$ cat config.mk
export PLATFORM = sky130hd
export DESIGN_NAME = fb_stream_reader
export DESIGN_NICKNAME = d
export VERILOG_FILES = /design/src/rtl/fb_stream_reader_pkg.sv /design/src/rtl/fb_stream_reader_skid.sv /design/src/rtl/fb_stream_reader.sv
export SDC_FILE = /design/constraint.sdc
export NUM_CORES = 1
export LEC_CHECK = 0
export ABC_AREA = 1
export BUFFER_PORTS_ARGS = -buffer_cell sky130_fd_sc_hd__buf_2
export CORE_ASPECT_RATIO = 0.9
export CORE_MARGIN = 2
export CORE_UTILIZATION = 55
export DETAILED_ROUTE_END_ITERATION = 12
export GPL_TIMING_DRIVEN = 0
export PLACE_DENSITY_LB_ADDON = 0.1
export SLEW_MARGIN = 0
export SYNTH_ARGS = -nofsm -noshare
export SYNTH_HDL_FRONTEND = slang
export SYNTH_SLANG_ARGS = --single-unit
$ cat constraint.sdc
create_clock -name clk -period 2.56 [get_ports clk]
set_clock_uncertainty 0.2 [all_clocks]
set_input_delay 0.64 -clock clk [delete_from_list [all_inputs] [get_ports clk]]
set_output_delay 0.64 -clock clk [all_outputs]
set_load 0.02 [all_outputs]
$ cat src/rtl/fb_stream_reader_pkg.sv
// ---------------------------------------------------------------------------
// fb_stream_reader_pkg
// Definitions shared by the frame-buffer read path: FSM state encodings and
// the layout of the per-pixel flag field carried alongside each pixel through
// the skid FIFO. A FIFO word is {pixel, flags}, and the flag bits sit at
// FLAG_SOF / FLAG_EOL / FLAG_EOF.
// ---------------------------------------------------------------------------
package fb_stream_reader_pkg;

    typedef logic [1:0] fsm_state_t;

    localparam fsm_state_t ST_IDLE  = 2'd0;
    localparam fsm_state_t ST_READ  = 2'd1;
    localparam fsm_state_t ST_DRAIN = 2'd2;
    localparam fsm_state_t ST_DONE  = 2'd3;

    localparam int FLAG_W   = 3;
    localparam int FLAG_SOF = 2;
    localparam int FLAG_EOL = 1;
    localparam int FLAG_EOF = 0;

    function automatic logic [FLAG_W-1:0] pack_flags(input logic sof,
                                                     input logic eol,
                                                     input logic eof);
        logic [FLAG_W-1:0] f;
        f           = '0;
        f[FLAG_SOF] = sof;
        f[FLAG_EOL] = eol;
        f[FLAG_EOF] = eof;
        return f;
    endfunction

endpackage

$ cat src/rtl/fb_stream_reader_skid.sv
// ---------------------------------------------------------------------------
// fb_stream_reader_skid
// Two-entry FIFO that holds RAM words (pixel + flags) until the consumer
// takes them. The head is a registered entry: a word pushed in one cycle is
// visible at the head from the next cycle on (there is no bypass path).
// Ports:
//   clk, rst_n  clock, asynchronous active-low reset
//   i_push      write i_din this cycle
//   i_pop       drop the head entry this cycle
//   i_din       word to store
//   o_head      oldest stored word (not meaningful while o_empty)
//   o_full      two entries stored
//   o_empty     nothing stored
// Pushing and popping together while full is accepted: the popped head is
// read before the edge that overwrites its slot.
// ---------------------------------------------------------------------------
module fb_stream_reader_skid #(
    parameter int Width = 7
) (
    input  logic             clk,
    input  logic             rst_n,
    input  logic             i_push,
    input  logic             i_pop,
    input  logic [Width-1:0] i_din,
    output logic [Width-1:0] o_head,
    output logic             o_full,
    output logic             o_empty
);

    logic [Width-1:0] r_mem [2];
    logic             r_wptr;
    logic             r_rptr;
    logic [1:0]       r_count;

    logic w_push_ok;
    logic w_pop_ok;

    assign o_full    = (r_count == 2'd2);
    assign o_empty   = (r_count == 2'd0);
    assign o_head    = r_mem[r_rptr];
    assign w_pop_ok  = i_pop && !o_empty;
    assign w_push_ok = i_push && (!o_full || w_pop_ok);

    always_ff @(posedge clk or negedge rst_n) begin
        if (!rst_n) begin
            r_mem[0] <= '0;
            r_mem[1] <= '0;
            r_wptr   <= 1'b0;
            r_rptr   <= 1'b0;
            r_count  <= 2'd0;
        end else begin
            if (w_push_ok) begin
                r_mem[r_wptr] <= i_din;
                r_wptr        <= ~r_wptr;
            end
            if (w_pop_ok) begin
                r_rptr <= ~r_rptr;
            end
            r_count <= r_count + {1'b0, w_push_ok} - {1'b0, w_pop_ok};
        end
    end

endmodule

$ cat src/rtl/fb_stream_reader.sv
// ---------------------------------------------------------------------------
// fb_stream_reader
// Read side of the frame buffer. After start, walks the stored frame in
// raster order through a synchronous RAM read port and emits the pixels as a
// valid/ready stream tagged with start-of-frame, end-of-line and end-of-frame.
// Ports:
//   clk, rst_n        clock, asynchronous active-low reset
//   start             one-cycle pulse: frame committed, begin readout
//   busy              frame readout in progress
//   rd_en, rd_addr    RAM read request
//   rd_data           RAM data, one cycle after rd_en
//   out_data          stream pixel
//   out_valid         stream valid; out_ready: consumer ready
//   out_sof/eol/eof   flags qualifying the current pixel
//   frame_done        one-cycle pulse after the last pixel has been taken
// Build option: define FB_RD_MIRROR_EN to read each line right-to-left
// (horizontal mirror); flags still follow the emitted order.
// ---------------------------------------------------------------------------
module fb_stream_reader
    import fb_stream_reader_pkg::*;
#(
    parameter int DataDepth = 4,
    parameter int ImageW    = 8,
    parameter int ImageH    = 8,
    parameter int AddrW     = 6
) (
    input  logic                 clk,
    input  logic                 rst_n,
    input  logic                 start,
    output logic                 busy,
    output logic                 rd_en,
    output logic [AddrW-1:0]     rd_addr,
    input  logic [DataDepth-1:0] rd_data,
    output logic [DataDepth-1:0] out_data,
    output logic                 out_valid,
    input  logic                 out_ready,
    output logic                 out_sof,
    output logic                 out_eol,
    output logic                 out_eof,
    output logic                 frame_done
);

    localparam int XW    = $clog2(ImageW);
    localparam int YW    = $clog2(ImageH);
    localparam int WordW = DataDepth + FLAG_W;

    fsm_state_t        r_state;
    logic [XW-1:0]     r_x;
    logic [YW-1:0]     r_y;
    logic              r_inflight;
    logic [FLAG_W-1:0] r_inflight_flags;

    logic              w_pop;
    logic              w_room;
    logic              w_issue;
    logic              w_eol;
    logic              w_last;
    logic [XW-1:0]     w_col;
    logic [FLAG_W-1:0] w_issue_flags;
    logic [WordW-1:0]  w_head;
    logic              w_full;
    logic              w_empty;

    assign w_eol         = (r_x == XW'(ImageW - 1));
    assign w_last        = w_eol && (r_y == YW'(ImageH - 1));
    // Flags are attached to the read in emitted order, so mirroring the
    // column only changes the address, never the flag positions.
    assign w_issue_flags = pack_flags((r_x == '0) && (r_y == '0), w_eol, w_last);

`ifdef FB_RD_MIRROR_EN
    assign w_col = XW'(ImageW - 1) - r_x;
`else
    assign w_col = r_x;
`endif

    assign w_pop = out_valid && out_ready;

    // A read may be issued only if its word is guaranteed a FIFO slot when it
    // returns next cycle: occupancy + in-flight - pop_now < 2. Counting the
    // pop of this cycle is what allows one pixel per clock.
    always_comb begin
        w_room = 1'b1;
        if (w_full) begin
            w_room = w_pop && !r_inflight;
        end else if (!w_empty) begin
            w_room = !r_inflight || w_pop;
        end
    end

    // The first read goes out in the start cycle itself: the FIFO is always
    // empty in IDLE, so no room check is needed there.
    always_comb begin
        w_issue = 1'b0;
        case (r_state)
            ST_IDLE: w_issue = start;
            ST_READ: w_issue = w_room;
            default: w_issue = 1'b0;
        endcase
    end

    assign rd_en   = w_issue;
    assign rd_addr = w_issue ? AddrW'(32'(r_y) * 32'(ImageW) + 32'(w_col)) : '0;

    always_ff @(posedge clk or negedge rst_n) begin
        if (!rst_n) begin
            r_state          <= ST_IDLE;
            r_x              <= '0;
            r_y              <= '0;
            r_inflight       <= 1'b0;
            r_inflight_flags <= '0;
        end else begin
            r_inflight       <= w_issue;
            r_inflight_flags <= w_issue_flags;
            if (w_issue) begin
                if (w_eol) begin
                    r_x <= '0;
                    r_y <= w_last ? '0 : r_y + YW'(1);
                end else begin
                    r_x <= r_x + XW'(1);
                end
            end
            case (r_state)
                ST_IDLE:  if (start) r_state <= ST_READ;
                ST_READ:  if (w_issue && w_last) r_state <= ST_DRAIN;
                ST_DRAIN: if (w_pop && out_eof) r_state <= ST_DONE;
                default:  r_state <= ST_IDLE;
            endcase
        end
    end

    fb_stream_reader_skid #(
        .Width (WordW)
    ) u_skid (
        .clk     (clk),
        .rst_n   (rst_n),
        .i_push  (r_inflight),
        .i_pop   (w_pop),
        .i_din   ({rd_data, r_inflight_flags}),
        .o_head  (w_head),
        .o_full  (w_full),
        .o_empty (w_empty)
    );

    // Outputs are forced to zero while the FIFO is empty so stale entries
    // never show up on the stream.
    assign out_valid  = !w_empty;
    assign out_data   = w_empty ? '0 : w_head[WordW-1:FLAG_W];
    assign out_sof    = !w_empty && w_head[FLAG_SOF];
    assign out_eol    = !w_empty && w_head[FLAG_EOL];
    assign out_eof    = !w_empty && w_head[FLAG_EOF];
    assign busy       = (r_state == ST_READ) || (r_state == ST_DRAIN);
    assign frame_done = (r_state == ST_DONE);

endmodule

==> impl_results.md, run 1 <==
- Critical Path Start Type: flop
- Total Wirelength: 2940 um
- Max Buffers Root-to-Sink: 2
- Synth Register Bits: 30
- Clk sinks: 30
- Drt drc: 0
- Post-layout min period: 2.48 ns
- Boundary pin count: 25
- Vias in the first global route: 1090
- Fin. max-slew vios: 0
- Sum Neg Setup Slack: 0 ns
- Netlist cell types: 22
- DP Cell Count: 230
- Final worst slack: 0.0833 ns
- Reg-to-Reg Start: u_skid.r_count[1]$_DFF_PN0_
- Initial DRC Count: 40
- Antenna diode count: 0
- CTS clock-pin slew for the worst setup and hold paths: 0.09 ns
- Outcome: complete, no violations
- Initial Utilization: 57.2%
- Fmax: 404 MHz
- Area of the multi-input gates: 688 sq um
- Type of the worst setup path: reg -> out
- CP Cell Sequence: inv_2 > ha_4 > nand2_1 > nand2_4 > clkinvlp_4 > nor2_1 > buf_4
- Worst-skew pair later-pin latency: 0.32 ns
- Met1 Use GR: 22.9%
- Post-Synth XOR/XNOR Area: 1.70%
- CP max stage cell: dfrtp_2
- Final worst path period share: 96.7%
- Yosys top cell by area: dfrtp_1
- CTS Buf Count: 5
- Mapped Area: 1550 sq um
- Nets: 232
- Core area: 2700 sq um
- Crit-path leading delay family: flip-flops
- Max VDD drop: 0.893 mV
- CP endpoint kind: output port
- FF/Latch Area: 752 sq um
- Dpl ws: 0.144 ns
- Worst Path Arrival: 1.64 ns
- Die ar.: 3250 sq um
- Post-synthesis adder-cell area fraction: 9.72%
- Clk root buf: clkbuf_4
- Drt via density: 5.08
- GRT Total Usage: 19.8%
- Worst-path maximum fanout: 6
- Final Instance Area: 1850 sq um
- Routed length per instance: 12.2 um
- DP HPWL: 2020 um
- Cell Rows: 18
- CP bufs+invs: 3
- Max-slew headroom: 56.7%
- Met2 GRT Util: 34.2%
- Synth Net Count: 196
- Leakage: 0.992 nW
- Final setup fails: 0
- CTS tree: built
- Area Growth Syn to Fin: 19.8%
- Hold WC Path Type: in -> async
- Seq/Total Area, Yosys: 48.6%
- First-pass GRT wire length: 4580 um
- Largest net degree at the start of global routing: 31
- WP data required: 1.72 ns
- Post-synthesis mux area share: 0%
- Pre-antenna DRT Iters: 4
- Total number of vias: 1225
- Max Cap Viol: 0
- Synth top area cells: dfrtp_1 (49%), nand2_1 (11%), ha_1 (9.7%)
- Met3 Usage GRT: 7.09%
- PD cells: 1340 nW/um^2
- Post-route ant nets: 0
- Die width: 59.9 um
- Port buffer count: 24
- Grt ovf: 0
- Synth Area in Simple Gates: 19.7%
- Post-layout util: 68.5%
- Mapped Avg Cell Area: 8.78 sq um
- Worst Setup SP: r_state[0]$_DFFE_PN0P_
- Synth top area share: 48.6%
- CTS Hold Buffers Added: 0
- GRT Max-Usage Layer: met2
- RD Place Congestion: 0.713
- Filler cell count: 233
- Final non-filler cell total: 241
- CP max stage delay: 0.46 ns
- Synth Warn #: 0
- Compound-gate portion of the synthesized area: 10.7%
- Placed cell area: 1700 sq um
- Die Height: 54.3 um
- Post-Synthesis Cells: 176
- Largest family of logic cells by synthesized area: simple AND/OR/NAND/NOR gates
- H-tree lvl count: 2
- Share of cells above drive strength 1: 31.8%
- Final hold vios: 0
- Actual slew at the worst max-slew pin: 0.650 ns
- Initial antenna violation count: 0
[what timing repair did]
item                       CTS  global route
pin swaps                    0             2
setup endpoints to repair    1             6
setup buffers                0             5
resized for setup            1            16
[cell usage after synthesis (all sizes together)]
cell type  instances
inv               28
nor2              10
nand3              6
or2                2
nand2             53
xor2               2
ha                12
o21ai             19
buf                4
xnor2              1
nor3               1
dfrtp             30
a21oi              8
[report_power, final]
group / internal (mW) / switching [mW]
Clock: 0.124 / 0.149
Combinational: 0.564 / 0.845
Sequential: 0.669 / 0.129
[cell usage in the layout, fill, tap and decap left out, types with 5 or more instances in the layout]
master / Yosys / layout
a21oi_1: 7 / 7
buf_2: 1 / 20
buf_4: 1 / 11
clkbuf_4: 0 / 5
dfrtp_1: 30 / 29
ha_1: 12 / 10
inv_1: 24 / 21
inv_2: 4 / 6
nand2_1: 47 / 47
nand2_2: 6 / 5
nor2_1: 10 / 9
o21ai_0: 12 / 12
o21ai_2: 7 / 7
[worst reg2reg max path, delay by kind of cell (launching register included)]
family | cells | cell delay [ns]
DFF | 1 | 0.41
adders and majority gates | 2 | 0.48
buffers and inverters | 3 | 0.36
and+or+nand+nor | 2 | 0.19
xor gates and xnor gates | 2 | 0.33
[final timing paths]
kind / slack (ns) / end / cells past startpoint
setup / recovery: 0.08 / rd_addr[1] / 7
hold reg to reg: 0.29 / r_inflight_flags[2]$_DFF_PN0_ / 1
max in group asynchronous: 1.56 / r_state[0]$_DFFE_PN0P_ / 1
hold / removal: 0.14 / r_y[0]$_DFFE_PN0P_ / 1
min in group clk: 0.29 / r_inflight_flags[2]$_DFF_PN0_ / 1
setup reg to reg: 0.53 / u_skid.r_count[1]$_DFF_PN0_ / 9
[sequential cells by signal (all words and copies together), names as in the netlist]
name	flops
u_skid.r_mem	14
r_inflight_flags	3
r_x	3
r_y	3
r_state	2
u_skid.r_count	2
r_inflight	1
u_skid.r_rptr	1
u_skid.r_wptr	1
[routing by layer]
| layer | vias to the layer above | wire, um |
|---|---|---|
| li1 | 619 | - |
| met1 | 576 | 1270 |
| met2 | 28 | 1540 |
| met3 | 2 | 116 |
| met4 | 0 | 13 |
| met5 | - | 0 |
[stage by stage]
stage | hold slack (ns) | total power [mW]
CTS | 0.155 | 2.32
global route | 0.174 | 2.71
finish | 0.142 | 2.48
detailed placement | 0.258 | 2.04
global placement | 0.257 | 1.98
floorplan | 0.144 | 1.71
[cells by family (layout without fill, tap and decap cells)]
logic type      Yosys count  in the layout
xor+xnor                  3              3
buf+inv                  32             67
fa+ha+maj                12             12
compound gates           27             27
simple gates             72             72
flops                    30             30
[cell type report]
type,count,area share [%]
timing repair buffer,29,9.19
multi-input combinational,114,37.2
inverter,28,5.88
tap,30,2.03
sequential,30,40.6
clock buffer,6,2.77
buffer,4,2.36
Note: power is estimated with default switching activity, not from simulation.
==> run 2: changes to the inputs <==
--- a/config.mk
+++ b/config.mk
@@ -9,10 +9,11 @@
 export BUFFER_PORTS_ARGS = -buffer_cell sky130_fd_sc_hd__buf_2
 export CORE_ASPECT_RATIO = 0.9
 export CORE_MARGIN = 2
-export CORE_UTILIZATION = 55
+export CORE_UTILIZATION = 25
 export DETAILED_ROUTE_END_ITERATION = 12
 export GPL_TIMING_DRIVEN = 0
 export PLACE_DENSITY_LB_ADDON = 0.1
+export SETUP_SLACK_MARGIN = 0.3
 export SLEW_MARGIN = 0
 export SYNTH_ARGS = -nofsm -noshare
 export SYNTH_HDL_FRONTEND = slang
==> run 2 against run 1 <==
Net effect: design area up 18%; global-route usage decreased by 8.6 points; first-iteration DRC count rose by 38%; fmax increased by 9.5%; sequential share of layout area shrank 6.1 points; combinational power up 26%; final cell count increased by 24%; non-clock buffer count rose by 15; critical endpoint is now rd_en; largest cell class is now multi-input combinational cells.
==> impl_results.md, run 2 (synthesized netlist as in run 1, its figures left out) <==
- Total number of vias: 1258 (was 1225)
- Largest net degree at the start of global routing: 31 (unchanged)
- Reg-to-Reg Start: u_skid.r_count[1]$_DFF_PN0_ (unchanged)
- Final worst path period share: 88.3% (was 96.7%)
- GRT Total Usage: 11.2% (was 19.8%)
- Worst Setup SP: out_ready (was r_state[0]$_DFFE_PN0P_)
- Routed length per instance: 11.4 um (was 12.2 um)
- Cell Rows: 27 (was 18)
- Post-layout min period: 2.26 ns (was 2.48 ns)
- Port buffer count: 24 (unchanged)
- Boundary pin count: 25 (unchanged)
- Final hold vios: 0 (unchanged)
- FF-to-FF setup slack: 0.38 ns (was 0.53 ns)
- Die width: 86.9 um (was 59.9 um)
- CTS Buf Count: 5 (unchanged)
- Biggest register: u_skid.r_mem (unchanged)
- Initial antenna violation count: 0 (unchanged)
- Sum Neg Setup Slack: 0 ns (unchanged)
- Fmax: 442 MHz (was 404 MHz)
- Pre-antenna DRT Iters: 6 (was 4)
- Die ar.: 6830 sq um (was 3250 sq um)
- Crit-path leading delay family: buffers and inverters (was flip-flops)
- RD Place Congestion: 0.684 (was 0.713)
- Post-route ant nets: 0 (unchanged)
- H-tree lvl count: 2 (unchanged)
- Worst-path maximum fanout: 5 (was 6)
- Worst r2r dst: u_skid.r_count[1]$_DFF_PN0_ (unchanged)
- Worst R2R Path Depth: 13 (was 9)
- Hold WC Path Type: in -> async (unchanged)
- DP HPWL: 2190 um (was 2020 um)
- First-pass GRT wire length: 5800 um (was 4580 um)
- Nets: 247 (was 232)
- CP bufs+invs: 4 (was 3)
- Worst-skew pair later-pin latency: 0.28 ns (was 0.32 ns)
- Worst Path Arrival: 1.42 ns (was 1.64 ns)
- Clk sinks: 30 (unchanged)
- Total power: 2.97 mW (was 2.48 mW)
- WP data required: 1.72 ns (about the same)
- CTS Hold Buffers Added: 0 (unchanged)
- CP Cell Sequence: buf_2 > inv_2 > nand3_4 > nand3_4 > nand2_8 > buf_4 > buf_4 (was inv_2 > ha_4 > nand2_1 > nand2_4 > clkinvlp_4 > nor2_1 > buf_4)
- CP max stage delay: 0.15 ns (was 0.46 ns)
- Critical Path Start Type: input pin (was flop)
- Clk root buf: clkbuf_8 (was clkbuf_4)
- Share of cells above drive strength 1: 39.9% (was 31.8%)
- Max Cap Viol: 0 (unchanged)
- Outcome: complete, no violations (unchanged)
- Max reg flops: 14 (unchanged)
- Post-layout util: 36.0% (was 68.5%)
- Initial DRC Count: 55 (was 40)
- CP max stage cell: buf_4 (was dfrtp_2)
- Core area: 6050 sq um (was 2700 sq um)
- Antenna diode count: 0 (unchanged)
- RSZ-0062 raised after global routing: yes
- WP depth: 7 (unchanged)
- Vias in the first global route: 1246 (was 1090)
- Die Height: 78.6 um (was 54.3 um)
- CP endpoint kind: output port (unchanged)
- Grt ovf: 0 (unchanged)
- Fin. max-slew vios: 0 (unchanged)
- CTS tree: built (unchanged)
- CTS clock-pin slew for the worst setup and hold paths: 0.06 ns (was 0.09 ns)
- Max-slew headroom: 53.5% (was 56.7%)
- Most common cell after layout, fill and taps aside: nand2_1 (unchanged)
- Total Wirelength: 3430 um (was 2940 um)
- Leakage: 1.11 nW (was 0.992 nW)
- Area Growth Syn to Fin: 40.9% (was 19.8%)
- Drt via density: 4.19 (was 5.08)
- Type of the worst setup path: in -> out (was reg -> out)
- Initial Utilization: 25.6% (was 57.2%)
- Max Buffers Root-to-Sink: 2 (unchanged)
- Setup crit end: rd_en (was rd_addr[1])
- Final setup fails: 0 (unchanged)
- Commonest cells after routing, fill and taps aside: nand2_1 (46), dfrtp_1 (29), buf_4 (21), inv_1 (20), buf_2 (17) (was nand2_1 (47), dfrtp_1 (29), inv_1 (21), buf_2 (20), o21ai_0 (12))
- PD cells: 1360 nW/um^2 (was 1340 nW/um^2)
- Max VDD drop: 0.586 mV (was 0.893 mV)
- Drt drc: 0 (unchanged)
- Actual slew at the worst max-slew pin: 0.698 ns (was 0.650 ns)
==> run 2: cell count changes in the layout (fill, tap and decap cells not counted), sizes merged <==
cell	before	now
clkbuf	6	7
clkinv	0	1
clkinvlp	1	0
buf	33	48
inv	27	28
==> run 2: area by class of cell <==
class                   count  area (sq um)
clock inverters             1          5.00
repair buffers             44           320
plain buffers               4          43.8
well taps                  72          90.1
fillers                   633          3870
inverters                  28           113
clock buffers               7          86.3
multi-input cells         114           767
flip-flops and latches     30           752
==> run 2: where the power goes <==
| group | leakage [nW] | internal [mW] | switching, mW | total [mW] |
|---|---|---|---|---|
| registers | 0.379 | 0.671 | 0.122 | 0.792 |
| logic | 0.682 | 0.801 | 0.983 | 1.78 |
| clock network | 0.0482 | 0.217 | 0.179 | 0.395 |
==> run 2: worst min-delay path by stage <==
stage,from,end,slack [ns],cells after the start
after floorplan,rst_n,r_inflight$_DFF_PN0_,0.14,0
after global placement,u_skid.r_mem[9]$_DFFE_PN0P_,u_skid.r_mem[9]$_DFFE_PN0P_,0.27,2
after detailed placement,u_skid.r_mem[13]$_DFFE_PN0P_,u_skid.r_mem[13]$_DFFE_PN0P_,0.27,2
after CTS,rst_n,r_state[1]$_DFFE_PN0P_,0.23,1
after global routing,rst_n,u_skid.r_mem[6]$_DFFE_PN0P_,0.26,1
final,rst_n,u_skid.r_mem[6]$_DFFE_PN0P_,0.20,1
==> run 2: per-layer routing <==
metal  up-vias  track usage, %  routed length (um)
li1        643               -                   -
met1       589            14.6                1650
met2        19            16.9                1590
met3         7            3.36                 123
met4         0            4.69                  64
met5         -               0                   0
==> run 2: metrics by stage <==
stage	hold slack (ns)	cell area [sq um]	worst slack, ns	std cells
final	0.203	2180	0.299	300
after global routing	0.264	2180	0.222	300
after CTS	0.230	2130	0.277	297
after detailed placement	0.269	1760	0.143	272
after global placement	0.270	1760	0.116	272
after floorplan	0.144	1550	0.265	176
==> run 2: timing repair <==
| item | in CTS | in global routing |
|---|---|---|
| setup endpoints to repair | 7 | 10 |
| gates resized for setup | 41 | 7 |
| pin swaps | 7 | 2 |
| setup buffers | 17 | 3 |
==> run 3: changes to the inputs <==
--- a/config.mk
+++ b/config.mk
@@ -7,6 +7,8 @@
 export LEC_CHECK = 0
 export ABC_AREA = 1
 export BUFFER_PORTS_ARGS = -buffer_cell sky130_fd_sc_hd__buf_2
+export CELL_PAD_IN_SITES_DETAIL_PLACEMENT = 0
+export CELL_PAD_IN_SITES_GLOBAL_PLACEMENT = 2
 export CORE_ASPECT_RATIO = 0.9
 export CORE_MARGIN = 2
 export CORE_UTILIZATION = 25
==> run 3 against run 2 <==
Net effect: clock-buffer cell count stayed put; sequential cell count unchanged; critical path depth stayed put; wire length increased by 7.2%; via count shrank 1.5%; sequential share of layout area up 1.1 points; hold slack improved by 0.00075 ns; highest routed layer unchanged; total power shrank 2.2%; utilization down 1.1 points; first-iteration DRC count shrank 60%.
==> impl_results.md, run 3 (synthesized netlist as in run 1, its figures left out) <==
- DP Cell Count: 272 (unchanged)
- CTS Hold Buffers Added: 0 (unchanged)
- Fmax: 444 MHz (was 442 MHz)
- Drt via density: 4.26 (was 4.19)
- Die width: 86.9 um (unchanged)
- Routed length per instance: 12.6 um (was 11.4 um)
- H-tree lvl count: 2 (unchanged)
- Max-slew headroom: 53.1% (was 53.5%)
- Die ar.: 6830 sq um (unchanged)
- CP Cell Sequence: inv_2 > ha_4 > nand3_2 > nand2_4 > inv_8 > nor2_4 > buf_6 (was buf_2 > inv_2 > nand3_4 > nand3_4 > nand2_8 > buf_4 > buf_4)
- Final Instance Area: 2110 sq um (was 2180 sq um)
- Biggest register: u_skid.r_mem (unchanged)
- WP data required: 1.72 ns (about the same)
- Drt drc: 0 (unchanged)
- Cell Rows: 27 (unchanged)
- Fin. max-slew vios: 0 (unchanged)
- Worst Path Arrival: 1.41 ns (was 1.42 ns)
- Final worst path period share: 87.9% (was 88.3%)
- Boundary pin count: 25 (unchanged)
- GRT Total Usage: 11.8% (was 11.2%)
- Vias in the first global route: 1267 (was 1246)
- Grt ovf: 0 (unchanged)
- Placed cell area: 1760 sq um (unchanged)
- Max reg flops: 14 (unchanged)
- CTS Buf Count: 5 (unchanged)
- Commonest cells after routing, fill and taps aside: nand2_1 (46), dfrtp_1 (29), inv_1 (19), buf_2 (16), buf_4 (13) (was nand2_1 (46), dfrtp_1 (29), buf_4 (21), inv_1 (20), buf_2 (17))
- Final hold vios: 0 (unchanged)
- Port buffer count: 24 (unchanged)
- Critical Path Start Type: flop (was input pin)
- First-pass GRT wire length: 6110 um (was 5800 um)
- Max Cap Viol: 0 (unchanged)
- Area Growth Syn to Fin: 36.7% (was 40.9%)
- Leakage: 1.05 nW (was 1.11 nW)
- Max VDD drop: 0.425 mV (was 0.586 mV)
- Clk sinks: 30 (unchanged)
- Antenna diode count: 0 (unchanged)
- RSZ-0062 raised after global routing: yes (unchanged)
- Worst-path maximum fanout: 6 (was 5)
- Post-route ant nets: 0 (unchanged)
- Clk root buf: clkbuf_8 (unchanged)
- Most common cell after layout, fill and taps aside: nand2_1 (unchanged)
- PD cells: 1380 nW/um^2 (was 1360 nW/um^2)
- Nets: 238 (was 247)
- Post-layout util: 34.9% (was 36.0%)
- Initial DRC Count: 22 (was 55)
- CTS tree: built (unchanged)
- Outcome: complete, no violations (unchanged)
- Die Height: 78.6 um (unchanged)
- Initial Utilization: 25.6% (unchanged)
- Pre-antenna DRT Iters: 4 (was 6)
- CP endpoint kind: output port (unchanged)
- Actual slew at the worst max-slew pin: 0.703 ns (was 0.698 ns)
- Share of cells above drive strength 1: 39.7% (was 39.9%)
- Max Buffers Root-to-Sink: 2 (unchanged)
- Worst-skew pair later-pin latency: 0.28 ns (about the same)
- Core area: 6050 sq um (unchanged)
- CP max stage delay: 0.40 ns (was 0.15 ns)
- Hold WC Path Type: in -> async (unchanged)
- CTS clock-pin slew for the worst setup and hold paths: 0.06 ns (about the same)
- Dpl ws: 0.104 ns (was 0.143 ns)
- DP HPWL: 2410 um (was 2190 um)
- Post-layout min period: 2.25 ns (was 2.26 ns)
- Largest net degree at the start of global routing: 31 (unchanged)
- CP max stage cell: dfrtp_1 (was buf_4)
- Sum Neg Setup Slack: 0 ns (unchanged)
- RD Place Congestion: 0.720 (was 0.684)
- Total number of vias: 1239 (was 1258)
- Final worst slack: 0.309 ns (was 0.299 ns)
- Final setup fails: 0 (unchanged)
- Type of the worst setup path: reg -> out (was in -> out)
- Initial antenna violation count: 0 (unchanged)
- Final non-filler cell total: 291 (was 300)
- Total Wirelength: 3670 um (was 3430 um)
[run 3: cell types whose count changed in the layout (fill, tap and decap cells not counted)]
cell / delta
a21oi_1: -4
a21oi_2: +4
buf_2: -1
buf_4: -8
clkinvlp_4: +1
inv_1: -1
inv_2: -1
inv_4: +1
nand2_2: +1
nand2_8: -1
nand3_2: +1
nand3_4: -1
[run 3: cell type report]
| cell class | count | area (sq um) |
|---|---|---|
| plain buffers | 4 | 43.8 |
| clock buffers | 7 | 86.3 |
| clock inverters | 1 | 5.00 |
| fillers | 637 | 3940 |
| inverters | 28 | 119 |
| multi-input cells | 114 | 761 |
| flip-flops and latches | 30 | 752 |
| well taps | 72 | 90.1 |
| repair buffers | 35 | 255 |
[run 3: path summary, 6_finish.rpt]
path	start	end	depth (start not counted)	slack (ns)
max reg2reg	u_skid.r_count[0]$_DFF_PN0_	u_skid.r_count[1]$_DFF_PN0_	10	0.46
min in group clk	u_skid.r_mem[9]$_DFFE_PN0P_	u_skid.r_mem[9]$_DFFE_PN0P_	2	0.28
max	r_state[1]$_DFFE_PN0P_	rd_addr[0]	7	0.31
min reg2reg	u_skid.r_mem[9]$_DFFE_PN0P_	u_skid.r_mem[9]$_DFFE_PN0P_	2	0.28
max in group asynchronous	rst_n	r_state[0]$_DFFE_PN0P_	1	1.47
min	rst_n	r_y[0]$_DFFE_PN0P_	1	0.20
[run 3: layer usage]
layer	part of all wire [%]	vias up	wire length, um	global-route usage [%]
li1	-	628	-	-
met1	44	587	1600	13.8
met2	52	20	1910	20.2
met3	3.6	4	131	4.10
met4	0.87	0	32	3.75
met5	0	-	0	0
[run 3: report_power, final]
| part | switching [mW] | total [mW] | internal [mW] |
|---|---|---|---|
| registers | 0.123 | 0.794 | 0.671 |
| clock network | 0.181 | 0.397 | 0.217 |
| logic | 0.988 | 1.71 | 0.725 |
| total | 1.29 | 2.90 | 1.61 |
[run 3: per-stage QoR]
stage	hold slack, ns	power (mW)
finish	0.204	2.90
floorplan	0.144	1.71
CTS	0.230	2.67
global route	0.254	3.16
global placement	0.264	2.05
detailed placement	0.270	2.08
[run 3: timing repair]
item / in CTS / in global routing
buffers inserted: 4 / 7
pin swaps: 1 / 3
setup endpoints to repair: 7 / 14
gates cloned: 0 / 0
resized for setup: 21 / 31
[run 3: critical path, delay by kind of cell, from the launching register on]
kind                     cells  cell delay (ns)
adder cells (fa/ha/maj)      1             0.15
buffers and inverters        3             0.30
flip-flops                   1             0.40
AND/OR/NAND/NOR              3             0.29
